--- src/rtl/multi_timer_pulse_pkg.sv ---
// ============================================================================
// multi_timer_pulse_pkg : shared channel state encoding and width helpers
// Rev 1.0 - initial release
// ============================================================================
`default_nettype none

package multi_timer_pulse_pkg;

    typedef enum logic [1:0] {
        ST_IDLE  = 2'd0,
        ST_ARMED = 2'd1,
        ST_DONE  = 2'd2
    } ch_state_t;

    // Clock cycles per time-base tick.
    function automatic int tick_count(input longint clk_frequency, input int tick_us);
        return int'((clk_frequency / 64'd1_000_000) * longint'(tick_us));
    endfunction

    function automatic int cnt_width(input int n);
        return (n <= 2) ? 1 : $clog2(n);
    endfunction

endpackage

`default_nettype wire

--- src/rtl/multi_timer_pulse_channel.sv ---
// ============================================================================
// multi_timer_pulse_channel : one periodic/one-shot pulse channel
// Rev 1.0 - initial release
// ============================================================================
`default_nettype none

module multi_timer_pulse_channel
    import multi_timer_pulse_pkg::*;
#(
    parameter int RATE_BITS = 8
) (
    input  logic                 clk,
    input  logic                 reset,
    input  logic                 tick,
    input  logic                 en,
    input  logic                 oneshot,
    input  logic                 restart,
    input  logic [RATE_BITS-1:0] rate,
    output logic                 pulse,
    output logic                 busy
);

    ch_state_t            state;
    logic [RATE_BITS-1:0] ch_cnt;
    logic [RATE_BITS:0]   cnt_inc;
    logic                 rate_nz;
    logic                 fire;

    // One extra bit so ch_cnt+1 never wraps; a rate lowered under ch_cnt fires at once.
    assign cnt_inc = {1'b0, ch_cnt} + {{RATE_BITS{1'b0}}, 1'b1};
    assign rate_nz = |rate;
    assign fire    = (cnt_inc >= {1'b0, rate});

    always_ff @(posedge clk) begin
        if (reset) begin
            ch_cnt <= '0;
            pulse  <= 1'b0;
            if (en && rate_nz) begin
                state <= ST_ARMED;
                busy  <= 1'b1;
            end else begin
                state <= ST_IDLE;
                busy  <= 1'b0;
            end
        end else begin
            pulse <= 1'b0;
            if (!en || !rate_nz) begin
                state  <= ST_IDLE;
                ch_cnt <= '0;
                busy   <= 1'b0;
            end else if (restart) begin
                // Restart wins over a coincident tick: that tick yields no pulse.
                state  <= ST_ARMED;
                ch_cnt <= '0;
                busy   <= 1'b1;
            end else begin
                case (state)
                    ST_IDLE: begin
                        state  <= ST_ARMED;
                        ch_cnt <= '0;
                        busy   <= 1'b1;
                    end
                    ST_ARMED: begin
                        if (tick) begin
                            if (fire) begin
                                ch_cnt <= '0;
                                pulse  <= 1'b1;
                                if (oneshot) begin
                                    state <= ST_DONE;
                                    busy  <= 1'b0;
                                end
                            end else begin
                                ch_cnt <= cnt_inc[RATE_BITS-1:0];
                            end
                        end
                    end
                    ST_DONE: begin
                        busy <= 1'b0;
                    end
                    default: begin
                        state  <= ST_IDLE;
                        ch_cnt <= '0;
                        busy   <= 1'b0;
                    end
                endcase
            end
        end
    end

endmodule

`default_nettype wire

--- src/rtl/multi_timer_pulse.sv ---
// ============================================================================
// multi_timer_pulse : NUM_CH pulse channels sharing one prescaled time base
// Rev 1.0 - initial release
// ============================================================================
`default_nettype none

module multi_timer_pulse
    import multi_timer_pulse_pkg::*;
#(
    parameter int CLK_FREQUENCY = 50_000_000,
    parameter int TICK_US       = 1000,
    parameter int NUM_CH        = 4,
    parameter int RATE_BITS     = 8
) (
    input  logic                          clk,
    input  logic                          reset,
    input  logic [NUM_CH-1:0]             en,
    input  logic [NUM_CH-1:0]             oneshot,
    input  logic [NUM_CH-1:0]             restart,
    input  logic [NUM_CH*RATE_BITS-1:0]   rate,
    output logic [NUM_CH-1:0]             pulse,
    output logic [NUM_CH-1:0]             busy,
    output logic                          tick
);

    localparam int TICK_COUNT = tick_count(longint'(CLK_FREQUENCY), TICK_US);
    localparam int PRE_BITS   = cnt_width(TICK_COUNT);
    localparam logic [PRE_BITS-1:0] PRE_LAST = PRE_BITS'(TICK_COUNT - 1);

    logic [PRE_BITS-1:0] pre_cnt;

    // Free-running prescaler; deliberately independent of the channel enables.
    always_ff @(posedge clk) begin
        if (reset) begin
            pre_cnt <= '0;
            tick    <= 1'b0;
        end else begin
            tick <= (pre_cnt == PRE_LAST);
            if (pre_cnt == PRE_LAST) begin
                pre_cnt <= '0;
            end else begin
                pre_cnt <= pre_cnt + 1'b1;
            end
        end
    end

    for (genvar ch = 0; ch < NUM_CH; ch++) begin : g_ch
        multi_timer_pulse_channel #(
            .RATE_BITS (RATE_BITS)
        ) u_channel (
            .clk     (clk),
            .reset   (reset),
            .tick    (tick),
            .en      (en[ch]),
            .oneshot (oneshot[ch]),
            .restart (restart[ch]),
            .rate    (rate[ch*RATE_BITS +: RATE_BITS]),
            .pulse   (pulse[ch]),
            .busy    (busy[ch])
        );
    end

endmodule

`default_nettype wire
--- config.mk ---
export PLATFORM = sky130hd
export DESIGN_NAME = multi_timer_pulse
export DESIGN_NICKNAME = d
export VERILOG_FILES = /design/src/rtl/multi_timer_pulse_pkg.sv /design/src/rtl/multi_timer_pulse_channel.sv /design/src/rtl/multi_timer_pulse.sv
export SDC_FILE = /design/constraint.sdc
export NUM_CORES = 1
export LEC_CHECK = 0
export CAP_MARGIN = 10
export CORE_UTILIZATION = 30
export CTS_BUF_LIST = sky130_fd_sc_hd__clkbuf_2
export DETAILED_ROUTE_END_ITERATION = 16
export MAX_ROUTING_LAYER = met4
export PLACE_DENSITY = 0.59
export SETUP_SLACK_MARGIN = 0.1
export SKIP_LAST_GASP = 1
export SLEW_MARGIN = 20
export SYNTH_ARGS = -nofsm -noshare
export SYNTH_HDL_FRONTEND = slang
export SYNTH_HIERARCHICAL = 1
export SYNTH_SLANG_ARGS = --single-unit
--- constraint.sdc ---
create_clock -name clk -period 3.25 [get_ports clk]
set_input_delay 0.65 -clock clk [delete_from_list [all_inputs] [get_ports clk]]
set_output_delay 0.65 -clock clk [all_outputs]
set_load 0.1 [all_outputs]
After elaboration in Yosys (flattened, before gate mapping) --
Index checks and enable logic that the tools add are counted.
Word-level totals: logic and storage cells 190, flip-flop bits (word level) 65, output and inout port bits 9, input port bits 46
Operators by class: order comparisons 4, reduce and logical (&&, ||, !) cells 45, bitwise operators 9, multiplexer cells 80, add/subtract/negate cells 5, equality and inequality tests 29
Operators with widths (count):
- 8-bit two-way mux | 8
- 8-bit case mux with 2 select lines | 4
- 2-bit two-way mux | 24
- 5-bit by 4-bit inequality test with 1-bit output (second input constant) | 8
- 8-bit by 1-bit adder with 9-bit output (second input constant) | 4
- 9-bit by 8-bit >= comparator with 1-bit output | 4
- 1-bit two-way mux | 36
- 8-bit OR reduction | 4
- 2-bit case mux with 3 select lines | 4
- 5-bit by 3-bit inequality test with 1-bit output (second input constant) | 4
- 5-bit OR reduction | 4
- 16-bit by 1-bit adder with 16-bit output (second input constant) | 1
- 16-bit == test (second input constant) | 1
- 4-bit by 3-bit inequality test with 1-bit output (second input constant) | 4
- 4-bit AND reduction | 4
- 3-bit AND reduction | 4
- 3-bit OR reduction | 4
- 1-bit inverter | 9
- 2-bit by 1-bit == test with 1-bit output (second input constant) | 4
- 2-bit == test (second input constant) | 4
- 1-bit zero test | 8
- 2-bit zero test | 4
- 2-bit inequality test (second input constant) | 4
- 1-bit case mux with 2 select lines | 4
- other kinds (4) | 13

Depth between registers and ports, before layout --
Gate-level depths: netlist (run 1).
word-level depth 8, mapped depth 11, gate-level depth less buffers 10

Modules after synthesis --
The synthesis (run 1) kept the hierarchy.
By module, submodules not included:
- multi_timer_pulse_channel | instances 4, area each 884.6 sq um, cells each 110, sequential area each 270.3 sq um
- multi_timer_pulse | instances 1, area each 788.3 sq um, cells each 82, sequential area each 340.3 sq um

Worst setup path before layout (run 1) --
No wires, ideal clock.
path kind flip-flop to flip-flop, from register g_ch[0].u_channel.ch_cnt[0], to register g_ch[0].u_channel.state[0] (enable), path buffers 0, setup time 0.266 ns, period minus slack after synthesis 2.532 ns, cell stages (with the launch flop) 11, arrival 2.266 ns, data required time 2.984 ns, slack 0.718 ns, path through dfxtp_1 ha_1 nand3_1 and2_1 or2_2 ha_1 a21o_1 a21oi_1 nand2_1 nor3b_1 o31ai_1
Between the ends: cells in the longest elaborated chain, start to end 4
RTL lines:
- from (decl) | RTL line multi_timer_pulse_channel.sv:24 | logic [RATE_BITS-1:0] ch_cnt;
- from (signal assigned) | RTL line multi_timer_pulse_channel.sv:73 | ch_cnt <= cnt_inc[RATE_BITS-1:0];
- 8-bit by 1-bit adder with 9-bit output | RTL line multi_timer_pulse_channel.sv:30 | assign cnt_inc = {1'b0, ch_cnt} + {{RATE_BITS{1'b0}}, 1'b1};
- 9-bit by 8-bit >= comparator with 1-bit output | RTL line multi_timer_pulse_channel.sv:32 | assign fire = (cnt_inc >= {1'b0, rate});
- 5-bit by 3-bit inequality test with 1-bit output (no source line)
- 4-bit AND reduction (no source line)
- to (signal assigned) | RTL line multi_timer_pulse_channel.sv:39 | state <= ST_ARMED;
- to (signal assigned) | RTL line multi_timer_pulse_channel.sv:42 | state <= ST_IDLE;
- to (signal assigned) | RTL line multi_timer_pulse_channel.sv:48 | state <= ST_IDLE;
- to (decl) | RTL line multi_timer_pulse_channel.sv:23 | ch_state_t state;
Every way passes these cells. A chain may end at the register's enable or synchronous reset.

Final worst setup path (run 1) --
from register g_ch[1].u_channel.ch_cnt[0], to register g_ch[1].u_channel.state[1] (enable)
Between the ends: cells in the longest elaborated chain, start to end 4
RTL lines (RTL line):
- from (decl) | multi_timer_pulse_channel.sv:24
- from (signal assigned) | multi_timer_pulse_channel.sv:73
- 8-bit by 1-bit adder with 9-bit output | multi_timer_pulse_channel.sv:30
- 9-bit by 8-bit >= comparator with 1-bit output | multi_timer_pulse_channel.sv:32
- 5-bit by 3-bit inequality test with 1-bit output (no source line)
- 4-bit AND reduction (no source line)
- to (signal assigned) | multi_timer_pulse_channel.sv:39
- to (signal assigned) | multi_timer_pulse_channel.sv:42
- to (signal assigned) | multi_timer_pulse_channel.sv:48
- to (decl) | multi_timer_pulse_channel.sv:23
Every way passes these cells.

==> results of run 1 <==
-- synth_stat cells, types with 12 or more instances --
cell / n
dfxtp_1: 53
edfxtp_1: 12
nand3_1: 37
and3_1: 12
inv_1: 35
a21oi_1: 24
nor2_1: 46
ha_1: 37
nand2_1: 64
o21ai_1: 16
nor3_1: 20
xnor2_1: 25
nor2b_1: 12
-- metrics by stage --
step	hold slack (ps)	total power [mW]
3_5_place_dp	482	1.07
4_1_cts	503	1.73
5_1_grt	527	1.78
2_1_floorplan	460	0.981
3_3_place_gp	475	1.07
6_report	504	1.70
-- report_power, final --
| part | internal (mW) | leakage (nW) | switching [mW] |
|---|---|---|---|
| clock network | 0.339 | 0.0961 | 0.306 |
| registers | 0.837 | 0.561 | 0.0131 |
| logic | 0.0890 | 1.47 | 0.116 |
| total | 1.27 | 2.13 | 0.435 |
-- critical path, delay by kind of cell, from the launching register on --
kind	cells	cell delay, ps
simple gates	5	1130
fa+ha+maj	2	500
flops	1	440
compound gates	3	510
-- final cells by class --
class | count | area [um2] | area share
Clock buffer | 11 | 55.1 | 0.0105
Clock inverter | 5 | 104 | 0.0199
Inverter | 35 | 131 | 0.0252
Multi-Input combinational cell | 409 | 2680 | 0.514
Sequential cell | 65 | 1420 | 0.272
Tap cell | 180 | 225 | 0.0432
Timing Repair Buffer | 65 | 601 | 0.115
-- flip-flops by register name, indices dropped and copies added (netlist names) --
signal                 flops
tick                       1
g_ch.u_channel/state       8
g_ch.u_channel/busy        4
g_ch.u_channel/pulse       4
pre_cnt                   16
g_ch.u_channel/ch_cnt     32
-- per-layer routing --
| metal | vias up | wire length [um] | part of all wire |
|---|---|---|---|
| met2 | 70 | 4180 | 0.45 |
| met4 | 0 | 175 | 0.019 |
| met3 | 17 | 362 | 0.039 |
| met1 | 1732 | 4570 | 0.49 |
| li1 | 1969 | - | - |
| met5 | - | 0 | 0 |
-- cell families (layout without fill, tap and decap cells) --
family          Yosys count  in the layout  synth area share
fa+ha+maj                37             37             0.107
flops                    65             65             0.329
compound gates           80             80             0.121
xor+xnor                 30             30            0.0607
buf+inv                  48            116            0.0518
simple gates            262            262             0.331
-- worst max path at each step --
stage | from | to | depth (start not counted)
2_1_floorplan | g_ch[0].u_channel/ch_cnt[0] | g_ch[0].u_channel/state[0] | 10
3_3_place_gp | rate[26] | g_ch[3].u_channel/state[0] | 8
3_5_place_dp | rate[10] | g_ch[1].u_channel/state[0] | 8
4_1_cts | g_ch[1].u_channel/ch_cnt[0] | g_ch[1].u_channel/state[1] | 10
5_1_grt | g_ch[1].u_channel/ch_cnt[0] | g_ch[1].u_channel/state[1] | 10
6_report | g_ch[1].u_channel/ch_cnt[0] | g_ch[1].u_channel/state[1] | 10
==> impl_metrics.json, run 1 <==
{
  "dr.first_iter.drc_count": 165,
  "drt_wl_total_um": 9280,
  "worstMarginPinSlew_ps": 648,
  "globalRoute.totalOverflow": 0,
  "critPathRequiredTime_ps": 3490,
  "routabilityCongestion": 0.848,
  "core.rowCount": 43,
  "fin_skew_ps": 45.0,
  "yosys-top-cells-area": "dfxtp_1 (25%), ha_1 (11%), edfxtp_1 (8.3%)",
  "worstHoldEndpoint": "g_ch[3].u_channel/ch_cnt[7]",
  "h-tree-depth": 3,
  "irDropWorstVdd_uv": 136,
  "cts.root.buffer_cell": "clkbuf_2",
  "postCtsSetupRepairBufs": 0,
  "critical_path.max_fanout": 6,
  "layout.cells.most_common_list": "nand2_1 (64), dfxtp_1 (53), nor2_1 (46), clkdlybuf4s50_1 (45)",
  "final.setup.worst_slack_ps": 414,
  "drt-pass1-iter-count": 4,
  "global_route.usage.total": 0.137,
  "grt_pass1_vias": 3518,
  "critical-path-max-stage-delay_ps": 440,
  "syn-cell-area_um2": 4330,
  "timing.critical_path.arrival_ps": 3080,
  "layout.cells.non_filler": 770,
  "floorplan.initialDensity": 0.309,
  "r2r_cells": 10,
  "final_cell_area_um2": 5220,
  "layout.cells.most_common": "nand2_1",
  "p_per_area_nw_per_um2": 326,
  "netlist_instances": 522,
  "nNetsFinal": 668,
  "synth_top_area_share": 0.245,
  "total_clock_buffers_created_by_cts": 9,
  "p_leak_nw": 2.13,
  "synth_ff_type": "dfxtp_1",
  "synth_enable_flop_cells": 12,
  "worst_path_max_delay_cell": "dfxtp_1",
  "detail_route.drc_violations": 0,
  "status": "finished, final reports clean",
  "detailed_placement_wirelength_estimate_um": 7240,
  "final_util": 0.373,
  "post_cts_resize_count": 0,
  "timing.final.crit_period_ps": 2840,
  "hold_viol_final": 0,
  "synth_area_per_cell_um2": 8.29,
  "grt-busiest-layer": "met2",
  "max_freq_mhz": 353,
  "synth_warnings": 6,
  "clock_insertion_delay_worst_skew_ps": 520,
  "startpoint_type": "register",
  "cts.hold.buffers_added": 0,
  "setup_slack_of_the_worst_register_to_register_path_ps": 410,
  "area_after_dpl_um2": 5060,
  "syn_to_layout_area_delta_pct": 20.6,
  "path_cells": "ha_1 -> nand3_1 -> and2_1 -> or2_2 -> ha_1 -> a21o_1 -> a21oi_1 -> nand2_1 -> nor3b_1 -> o31ai_1",
  "timing.hold.worst.class": "register to register",
  "maxCapViolCount": 0,
  "clock_net_sink_count": 65,
  "globalRouteMet2Util": 0.216,
  "cell_variety_after_synth": 43,
  "layout.filler_cells": 1451,
  "ys_ff_latch": 65,
  "antenna_violating_nets_post_route": 0,
  "routed-via-count": 3788,
  "synth.net_count": 605,
  "dp_worst_setup_slack_ps": 419,
  "routed_wire_length_per_instance_um": 12.1,
  "rsz0062_at_grt": "false",
  "min_period_over_period": 0.873,
  "synth_largest_area_cell": "dfxtp_1",
  "finalSetupViolCount": 0,
  "die_y_extent_um": 122,
  "timing.setup.critical_path_class": "register to register",
  "async_flop_share": 0,
  "grt_max_degree": 16,
  "dpl.cell_count": 754,
  "tritoncts": "done",
  "finalMaxSlewViolations": 0,
  "globalRouteMet3Util": 0.0206,
  "synth_seq_area_share": 0.329,
  "core_region_um2": 14000,
  "worstSetupEndpointType": "register",
  "grt_util_met1": 0.173,
  "clk_pin_slew_ps": 200,
  "die_area_um2": 14900,
  "grt_first_pass_wirelength_um": 15800,
  "timing.setup.tns_ps": 0,
  "maxSlewHeadroom": 0.565,
  "initial_antenna_violation_count": 0,
  "viasPerCell": 4.92,
  "chipWidth_um": 122,
  "cpMostUsedCell": "ha_1",
  "worstReg2RegStart": "g_ch[1].u_channel/ch_cnt[0]",
  "numPortBuffers": 54,
  "boundaryPins": 55,
  "antenna_cells_inserted": 0,
  "clk_path_buf_depth": 2,
  "holdCritStartpoint": "g_ch[3].u_channel/ch_cnt[7]",
  "reg2reg_to": "g_ch[1].u_channel/state[1]",
  "min_path_cells": 2,
  "layout-drive-gt1-share": 0.122
}
(Power assumes the default switching activity.)
==> inputs of run 2 (changes only) <==
--- a/config.mk
+++ b/config.mk
@@ -6,12 +6,14 @@
 export NUM_CORES = 1
 export LEC_CHECK = 0
 export CAP_MARGIN = 10
-export CORE_UTILIZATION = 30
+export CORE_UTILIZATION = 55
 export CTS_BUF_LIST = sky130_fd_sc_hd__clkbuf_2
 export DETAILED_ROUTE_END_ITERATION = 16
+export HOLD_SLACK_MARGIN = 0.12
 export MAX_ROUTING_LAYER = met4
-export PLACE_DENSITY = 0.59
+export PLACE_DENSITY = 0.9
 export SETUP_SLACK_MARGIN = 0.1
+export SKIP_CTS_REPAIR_TIMING = 1
 export SKIP_LAST_GASP = 1
 export SLEW_MARGIN = 20
 export SYNTH_ARGS = -nofsm -noshare
==> impl_metrics.json, run 2 (synthesized netlist as in run 1, its figures left out) <==
{
  "drt_wl_total_um": 9460,
  "p_leak_nw": 2.09,
  "total_clock_buffers_created_by_cts": 9,
  "fin_total_pwr_mw": 1.52,
  "timing.critical_path.arrival_ps": 3150,
  "layout.cells.most_common": "nand2_1",
  "syn_to_layout_area_delta_pct": 16.6,
  "chipWidth_um": 90.7,
  "max_reg_flops": 32,
  "clk_path_buf_depth": 2,
  "startpoint_type": "register",
  "largestRegisters": "g_ch.u_channel/ch_cnt x32, pre_cnt x16, g_ch.u_channel/state x8",
  "finalSetupViolCount": 0,
  "max_flop_register": "g_ch.u_channel/ch_cnt",
  "hold_ws_ps": 502,
  "min_period_over_period": 0.895,
  "worst_path_max_delay_cell": "dfxtp_1",
  "tritoncts": "done",
  "timing.final.crit_period_ps": 2910,
  "status": "finished, final reports clean",
  "nNetsFinal": 665,
  "final_util": 0.681,
  "worstMarginPinSlew_ps": 675,
  "dp_worst_setup_slack_ps": 251,
  "maxSlewHeadroom": 0.546,
  "final.setup.worst_slack_ps": 342,
  "cts.root.buffer_cell": "clkbuf_2",
  "clock_net_sink_count": 65,
  "fin_skew_ps": 22.6,
  "routabilityCongestion": 0.880,
  "clk_pin_slew_ps": 180,
  "initial_antenna_violation_count": 0,
  "timing.hold.worst.class": "register to register",
  "routed_wire_length_per_instance_um": 13.8,
  "hold_viol_final": 0,
  "critPathRequiredTime_ps": 3490,
  "cp_num_buf_inv": 0,
  "drt-pass1-iter-count": 5,
  "detail_route.drc_violations": 0,
  "numPortBuffers": 54,
  "grt_first_pass_wirelength_um": 16700,
  "rsz0062_at_grt": "false",
  "floorplan.initialDensity": 0.584,
  "max_freq_mhz": 344,
  "layout-drive-gt1-share": 0.118,
  "path_delay_family": "simple AND/OR/NAND/NOR gates",
  "boundaryPins": 55,
  "p_per_area_nw_per_um2": 302,
  "global_route.usage.total": 0.253,
  "clock_insertion_delay_worst_skew_ps": 500,
  "layout.cells.most_common_list": "nand2_1 (64), dfxtp_1 (53), nor2_1 (46), clkdlybuf4s50_1 (45)",
  "routed-via-count": 3958,
  "timing.setup.critical_path_class": "register to register",
  "antenna_violating_nets_post_route": 0,
  "path_cells": "ha_1 -> nand3_1 -> and2_1 -> or2_2 -> ha_1 -> a21o_1 -> a21oi_1 -> nand2_1 -> nor3b_1 -> o31ai_1",
  "die_y_extent_um": 90.7,
  "maxCapViolCount": 0,
  "die_area_um2": 8230,
  "irDropWorstVdd_uv": 141,
  "h-tree-depth": 3,
  "grt_max_degree": 16,
  "critical-path-max-stage-delay_ps": 450,
  "detailed_placement_wirelength_estimate_um": 7460,
  "globalRoute.totalOverflow": 0,
  "core_region_um2": 7410,
  "critical_path.max_fanout": 6,
  "finalMaxSlewViolations": 0,
  "viasPerCell": 5.77,
  "cpMostUsedCell": "ha_1",
  "core.rowCount": 31,
  "worstSetupEndpointType": "register",
  "timing.setup.tns_ps": 0,
  "grt_pass1_vias": 3853,
  "antenna_cells_inserted": 0,
  "dr.first_iter.drc_count": 185
}
==> run 2: cell types whose count changed in the layout (fill, tap and decap cells not counted), sizes merged <==
cell and delta:
buf -3, bufinv -2, clkbuf +1, clkinv +1
==> run 2: routing by layer <==
metal  GRT usage  wire length [um]
met4      0.0753               142
met3      0.0421               514
met5           -                 0
met1       0.292              3960
met2       0.448              4850
==> run 2: path summary, 6_finish.rpt <==
kind / startpoint / endpoint / slack [ps] / cells after the start
hold / removal: g_ch[2].u_channel/ch_cnt[7] / g_ch[2].u_channel/ch_cnt[7] / 500 / 2
setup / recovery: g_ch[2].u_channel/ch_cnt[0] / g_ch[2].u_channel/state[1] / 340 / 10
hold reg to reg: g_ch[2].u_channel/ch_cnt[7] / g_ch[2].u_channel/ch_cnt[7] / 500 / 2
setup reg to reg: g_ch[2].u_channel/ch_cnt[0] / g_ch[2].u_channel/state[1] / 340 / 10
==> run 2: cell type report <==
| class | count | area [um2] |
|---|---|---|
| repair buffers | 62 | 578 |
| multi-input cells | 409 | 2690 |
| inverters | 35 | 131 |
| fillers | 583 | 2360 |
| well taps | 99 | 124 |
| clock inverters | 4 | 43.8 |
| clock buffers | 12 | 60.1 |
| flip-flops and latches | 65 | 1420 |
==> run 2: worst register-to-register path, stage by stage, from the launching register on <==
cell and delay (ps):
dfxtp_1 450, ha_1 210, nand3_1 160, and2_1 220, or2_2 290, ha_1 300, a21o_1 170, a21oi_1 180
nand2_1 70, nor3b_1 410, o31ai_1 190
==> run 2: through the flow <==
stage | cell area, um2 | instances
2_1_floorplan | 4330 | 522
3_5_place_dp | 4940 | 670
3_3_place_gp | 4940 | 670
6_report | 5040 | 686
5_1_grt | 5040 | 686
4_1_cts | 5040 | 686
==> run 2: where the power goes <==
group	leakage, nW	switching (mW)	internal [mW]
sequential	0.561	0.0150	0.837
combinational	1.46	0.115	0.0883
clock	0.0734	0.286	0.183
==> inputs of run 3 (changes only) <==
--- a/config.mk
+++ b/config.mk
@@ -6,12 +6,12 @@
 export NUM_CORES = 1
 export LEC_CHECK = 0
 export CAP_MARGIN = 10
-export CORE_UTILIZATION = 55
+export CORE_UTILIZATION = 42
 export CTS_BUF_LIST = sky130_fd_sc_hd__clkbuf_2
 export DETAILED_ROUTE_END_ITERATION = 16
 export HOLD_SLACK_MARGIN = 0.12
 export MAX_ROUTING_LAYER = met4
-export PLACE_DENSITY = 0.9
+export PLACE_DENSITY = 0.74
 export SETUP_SLACK_MARGIN = 0.1
 export SKIP_CTS_REPAIR_TIMING = 1
 export SKIP_LAST_GASP = 1
==> impl_metrics.json, run 3 (synthesized netlist as in run 1, its figures left out) <==
{
  "irDropWorstVdd_uv": 189,
  "clock_insertion_delay_worst_skew_ps": 530,
  "worstSetupEndpointType": "register",
  "viasPerCell": 5.33,
  "path_delay_family": "simple AND/OR/NAND/NOR gates",
  "multiInputGateArea_um2": 2680,
  "layout.cells.most_common_list": "nand2_1 (64), dfxtp_1 (53), nor2_1 (46), clkdlybuf4s50_1 (45)",
  "p_comb_frac": 0.132,
  "global_route.usage.total": 0.187,
  "power.internal_mw": 1.11,
  "largestRegisters": "g_ch.u_channel/ch_cnt x32, pre_cnt x16, g_ch.u_channel/state x8",
  "max_reg_flops": 32,
  "hold_ws_ps": 500,
  "worst_path_max_delay_cell": "nor3b_1",
  "timing.final.crit_period_ps": 2900,
  "startpoint_type": "register",
  "r2r_cells": 10,
  "chipWidth_um": 103,
  "numPortBuffers": 54,
  "timing.hold.worst.class": "register to register",
  "routed-via-count": 3843,
  "setup_slack_of_the_worst_register_to_register_path_ps": 350,
  "p_leak_nw": 2.09,
  "core_region_um2": 9860,
  "net-switching-power_mw": 0.447,
  "reg2reg_to": "g_ch[3].u_channel/state[1]",
  "cp_num_buf_inv": 0,
  "layout.cells.most_common": "nand2_1",
  "power.share.clock": 0.321,
  "clk_path_buf_depth": 2,
  "path_cells": "ha_1 -> nand3_1 -> and2_1 -> or2_2 -> ha_1 -> a21o_1 -> a21oi_1 -> nand2_1 -> nor3b_1 -> o31ai_1",
  "final_util": 0.518,
  "syn_to_layout_area_delta_pct": 18.1,
  "holdCritStartpoint": "g_ch[2].u_channel/ch_cnt[7]",
  "initial_antenna_violation_count": 0,
  "fin_skew_ps": 40.2,
  "max_freq_mhz": 344,
  "clk_pin_slew_ps": 190,
  "cts.root.buffer_cell": "clkbuf_2",
  "h-tree-depth": 3,
  "critPathRequiredTime_ps": 3520,
  "die_y_extent_um": 103,
  "max_flop_register": "g_ch.u_channel/ch_cnt",
  "finalMaxSlewViolations": 0,
  "rsz0062_at_grt": "false",
  "p_per_area_nw_per_um2": 305,
  "timing.critical_path.arrival_ps": 3170,
  "status": "finished, final reports clean",
  "antenna_violating_nets_post_route": 0,
  "seq_power_share": 0.547,
  "core.rowCount": 36,
  "worstReg2RegStart": "g_ch[3].u_channel/ch_cnt[0]",
  "routed_wire_length_per_instance_um": 12.9,
  "globalRoute.totalOverflow": 0,
  "layout.filler_cells": 898,
  "drt-pass1-iter-count": 4,
  "die_area_um2": 10700,
  "grt_first_pass_wirelength_um": 15200,
  "sequential_cell_area_in_the_final_layout_um2": 1420,
  "critical-path-max-stage-delay_ps": 450,
  "grt_max_degree": 16,
  "final.setup.worst_slack_ps": 347,
  "cpMostUsedCell": "ha_1",
  "timing.setup.critical_path_class": "register to register",
  "maxCapViolCount": 0,
  "area_after_dpl_um2": 4990,
  "boundaryPins": 55,
  "dp_worst_setup_slack_ps": 391,
  "worstMarginPinSlew_ps": 688,
  "switching_fraction_of_total_power": 0.287,
  "grt_pass1_vias": 3574,
  "detail_route.drc_violations": 0,
  "critical_path.startpoint": "g_ch[3].u_channel/ch_cnt[0]",
  "routabilityCongestion": 0.908,
  "worstHoldEndpoint": "g_ch[2].u_channel/ch_cnt[7]",
  "critical_path.max_fanout": 6,
  "maxSlewHeadroom": 0.538,
  "drt_wl_total_um": 9330,
  "layout-drive-gt1-share": 0.119,
  "min_path_cells": 2,
  "floorplan.initialDensity": 0.439,
  "dr.first_iter.drc_count": 160,
  "nNetsFinal": 666,
  "total_clock_buffers_created_by_cts": 9,
  "antenna_cells_inserted": 0,
  "hold_viol_final": 0,
  "detailed_placement_wirelength_estimate_um": 7440,
  "clock_net_sink_count": 65,
  "finalSetupViolCount": 0,
  "min_period_over_period": 0.893,
  "final_cell_area_um2": 5110,
  "tritoncts": "done",
  "timing.setup.tns_ps": 0
}
-- run 3: area by class of cell --
| cell class | count | share of cell area |
|---|---|---|
| Tap cell | 133 | 0.0326 |
| Clock inverter | 7 | 0.0154 |
| Timing Repair Buffer | 63 | 0.115 |
| Clock buffer | 9 | 0.00881 |
| Sequential cell | 65 | 0.278 |
| Inverter | 35 | 0.0257 |
| Multi-Input combinational cell | 409 | 0.525 |
-- run 3: metrics by stage --
step                      instances  total power [mW]
after floorplan                 522             0.981
final                           721              1.56
after global routing            721              1.63
after global placement          705              1.07
after CTS                       721              1.58
after detailed placement        705              1.07
-- run 3: layer usage --
layer	vias up	routed length (um)	GRT usage
met4	0	184	0.0628
met3	16	453	0.0417
met5	-	0	-
met2	98	4630	0.331
li1	1961	-	-
met1	1768	4060	0.208
-- run 3: power by group through the flow --
stage / combinational, mW / clock (mW) / sequential, mW
6_report: 0.205 / 0.500 / 0.851
5_1_grt: 0.222 / 0.553 / 0.855
4_1_cts: 0.205 / 0.521 / 0.852
3_5_place_dp: 0.204 / 0 / 0.868
3_3_place_gp: 0.199 / 0 / 0.867
2_1_floorplan: 0.0827 / 0 / 0.898
-- run 3: worst max-delay path by stage --
| stage | endpoint | slack [ps] | cells past startpoint |
|---|---|---|---|
| 5_1_grt | g_ch[3].u_channel/state[0] | 150 | 10 |
| 3_5_place_dp | g_ch[3].u_channel/state[0] | 390 | 10 |
| 2_1_floorplan | g_ch[0].u_channel/state[0] | 720 | 10 |
| 4_1_cts | g_ch[3].u_channel/state[1] | 370 | 10 |
| 3_3_place_gp | g_ch[3].u_channel/state[0] | 530 | 8 |
| 6_report | g_ch[3].u_channel/state[1] | 350 | 10 |
-- run 3: worst reg2reg max path, stage by stage (launching register included) --
cell	delay, ps
dfxtp_1	440
ha_1	200
nand3_1	160
and2_1	210
or2_2	300
ha_1	300
a21o_1	160
a21oi_1	190
nand2_1	80
nor3b_1	450
o31ai_1	190
==> patch: new RTL, config.mk and constraints of run 2 <==
`RATE_BITS` is set to 8 in 2 places; all go to 6.
--- a/src/rtl/multi_timer_pulse_channel.sv
+++ b/src/rtl/multi_timer_pulse_channel.sv
@@ -7,7 +7,7 @@
 module multi_timer_pulse_channel
     import multi_timer_pulse_pkg::*;
 #(
-    parameter int RATE_BITS = 8
+    parameter int RATE_BITS = 6
 ) (
     input  logic                 clk,
     input  logic                 reset,
--- a/src/rtl/multi_timer_pulse.sv
+++ b/src/rtl/multi_timer_pulse.sv
@@ -10,7 +10,7 @@
     parameter int CLK_FREQUENCY = 50_000_000,
     parameter int TICK_US       = 1000,
     parameter int NUM_CH        = 4,
-    parameter int RATE_BITS     = 8
+    parameter int RATE_BITS     = 6
 ) (
     input  logic                          clk,
     input  logic                          reset,
Interface: changed (resized rate); port bits go from 55 to 47. No check against the original RTL was run, so the function may have changed too.
==> patch against run 2 <==
Sequential power shrank 12%; design area is 20% lower; setup slack better by 0.27 ns; final cell count down 27%; sequential cell count down 8; synthesized area decreased by 22%; clock power grew 7.2%; total power fell by 6.4%; wire length shrank 28%; count of clock-buffer cells in the layout decreased by 1; critical path depth shrank 1.
==> patch: results (changes against run 2) <==
{
  "outcome": {"value": "complete, no violations", "change": "unchanged"},
  "power.ir.vdd_worst": {"value": 209, "unit": "uV", "change": "was 141 uV"},
  "fin_skew": {"value": 0.0244, "unit": "ns", "change": "was 0.0226 ns"},
  "first_iter_violations": {"value": 125, "change": "was 185"},
  "min_path_cells": {"value": 1, "change": "was 2"},
  "clock_latency": {"value": 0.45, "unit": "ns", "change": "was 0.50 ns"},
  "port-buffer-count": {"value": 46, "change": "was 54"},
  "globalplace.congestion": {"value": 0.862, "change": "was 0.880"},
  "grt_pass1_wl": {"value": 10.9, "unit": "mm", "change": "was 16.7 mm"},
  "hpwlAfterDp": {"value": 5.22, "unit": "mm", "change": "was 7.46 mm"},
  "ys_types": {"value": 39, "change": "was 43"},
  "syn_nets": {"value": 433, "change": "was 605"},
  "grtUsageTotal": {"value": 0.225, "change": "was 0.253"},
  "final_nets": {"value": 489, "change": "was 665"},
  "timing.critical_path.slowest_cell_delay": {"value": 0.42, "unit": "ns", "change": "was 0.45 ns"},
  "final_cell_count_no_fill": {"value": 502, "change": "was 686"},
  "switching_power": {"value": 0.362, "unit": "mW", "change": "was 0.416 mW"},
  "wl_per_cell": {"value": 13.6, "unit": "microns", "change": "was 13.8 microns"},
  "largestRegisters": {"value": "g_ch.u_channel/ch_cnt x24, pre_cnt x16, g_ch.u_channel/state x8", "change": "was g_ch.u_channel/ch_cnt x32, pre_cnt x16, g_ch.u_channel/state x8"},
  "vias_in_the_first_global_route": {"value": 2539, "change": "was 3853"},
  "cp_max_fo": {"value": 4, "change": "was 6"},
  "layout-drive-gt1-share": {"value": 0.117, "change": "was 0.118"},
  "synth.area.top_cells": {"value": "sky130_fd_sc_hd__dfxtp_1 27%, sky130_fd_sc_hd__ha_1 11%, sky130_fd_sc_hd__edfxtp_1 11%", "change": "was sky130_fd_sc_hd__dfxtp_1 25%, sky130_fd_sc_hd__ha_1 11%, sky130_fd_sc_hd__edfxtp_1 8.3%"},
  "ff2ff_path_depth": {"value": 9, "change": "was 10"},
  "first_pass_iters": {"value": 4, "change": "was 5"},
  "route.vias.total": {"value": 2829, "change": "was 3958"},
  "fillCellCount": {"value": 441, "change": "was 583"},
  "synth.cells.most_frequent": {"value": "50 x sky130_fd_sc_hd__nor2_1, 45 x sky130_fd_sc_hd__dfxtp_1, 29 x sky130_fd_sc_hd__ha_1", "change": "was 64 x sky130_fd_sc_hd__nand2_1, 53 x sky130_fd_sc_hd__dfxtp_1, 46 x sky130_fd_sc_hd__nor2_1"}
}
==> patch: worst paths after layout <==
check	startpoint	end	slack (ns)
hold / removal	pre_cnt[0]	pre_cnt[0]	0.53
setup reg to reg	g_ch[3].u_channel/ch_cnt[0]	g_ch[3].u_channel/state[1]	0.62
setup / recovery	g_ch[3].u_channel/ch_cnt[0]	g_ch[3].u_channel/state[1]	0.62
hold reg to reg	pre_cnt[0]	pre_cnt[0]	0.53
==> patch: critical path, delay by kind of cell (launching register included) <==
| kind | cells | cell delay (ns) |
|---|---|---|
| and+or+nand+nor | 1 | 0.12 |
| xor gates and xnor gates | 1 | 0.25 |
| DFF | 1 | 0.42 |
| AOI/OAI and AO/OA | 5 | 1.07 |
| adders and majority gates | 2 | 0.53 |
==> patch: layout make-up <==
cell class / count / area share
clock buffer: 11 / 0.0136
timing repair buffer: 46 / 0.108
clock inverter: 5 / 0.0176
tap: 75 / 0.0232
sequential: 57 / 0.312
inverter: 23 / 0.0213
multi-input combinational: 285 / 0.504
==> patch: kinds of logic (layout without fill, tap and decap cells) <==
kind of cell,count (synthesis),in the layout,synth area share
AND/OR/NAND/NOR,162,162,0.263
AO/OA/AOI/OAI,64,64,0.152
flip-flops,57,57,0.371
adder cells (fa/ha/maj),29,29,0.107
XOR/XNOR,26,26,0.0671
buffers and inverters,24,85,0.0276
multiplexers,4,4,0.0118
==> patch: through the flow <==
step / instance area, sq um / setup WS [ns]
2_1_floorplan: 3400 / 0.919
3_3_place_gp: 3920 / 0.527
3_5_place_dp: 3920 / 0.442
4_1_cts: 4050 / 0.632
5_1_grt: 4050 / 0.405
6_report: 4050 / 0.617
==> patch: power by group through the flow <==
stage,Sequential [mW],Clock [mW],Combinational [mW]
5_1_grt,0.755,0.542,0.185
4_1_cts,0.752,0.516,0.172
2_1_floorplan,0.797,0,0.0643
3_5_place_dp,0.767,0,0.171
6_report,0.752,0.503,0.172
3_3_place_gp,0.766,0,0.165
==> patch: metal layers <==
metal	up-vias	share of wire	track usage
met2	62	0.48	0.367
met4	0	0.020	0.113
met1	1319	0.45	0.263
met5	-	0	-
li1	1433	-	-
met3	15	0.042	0.0432
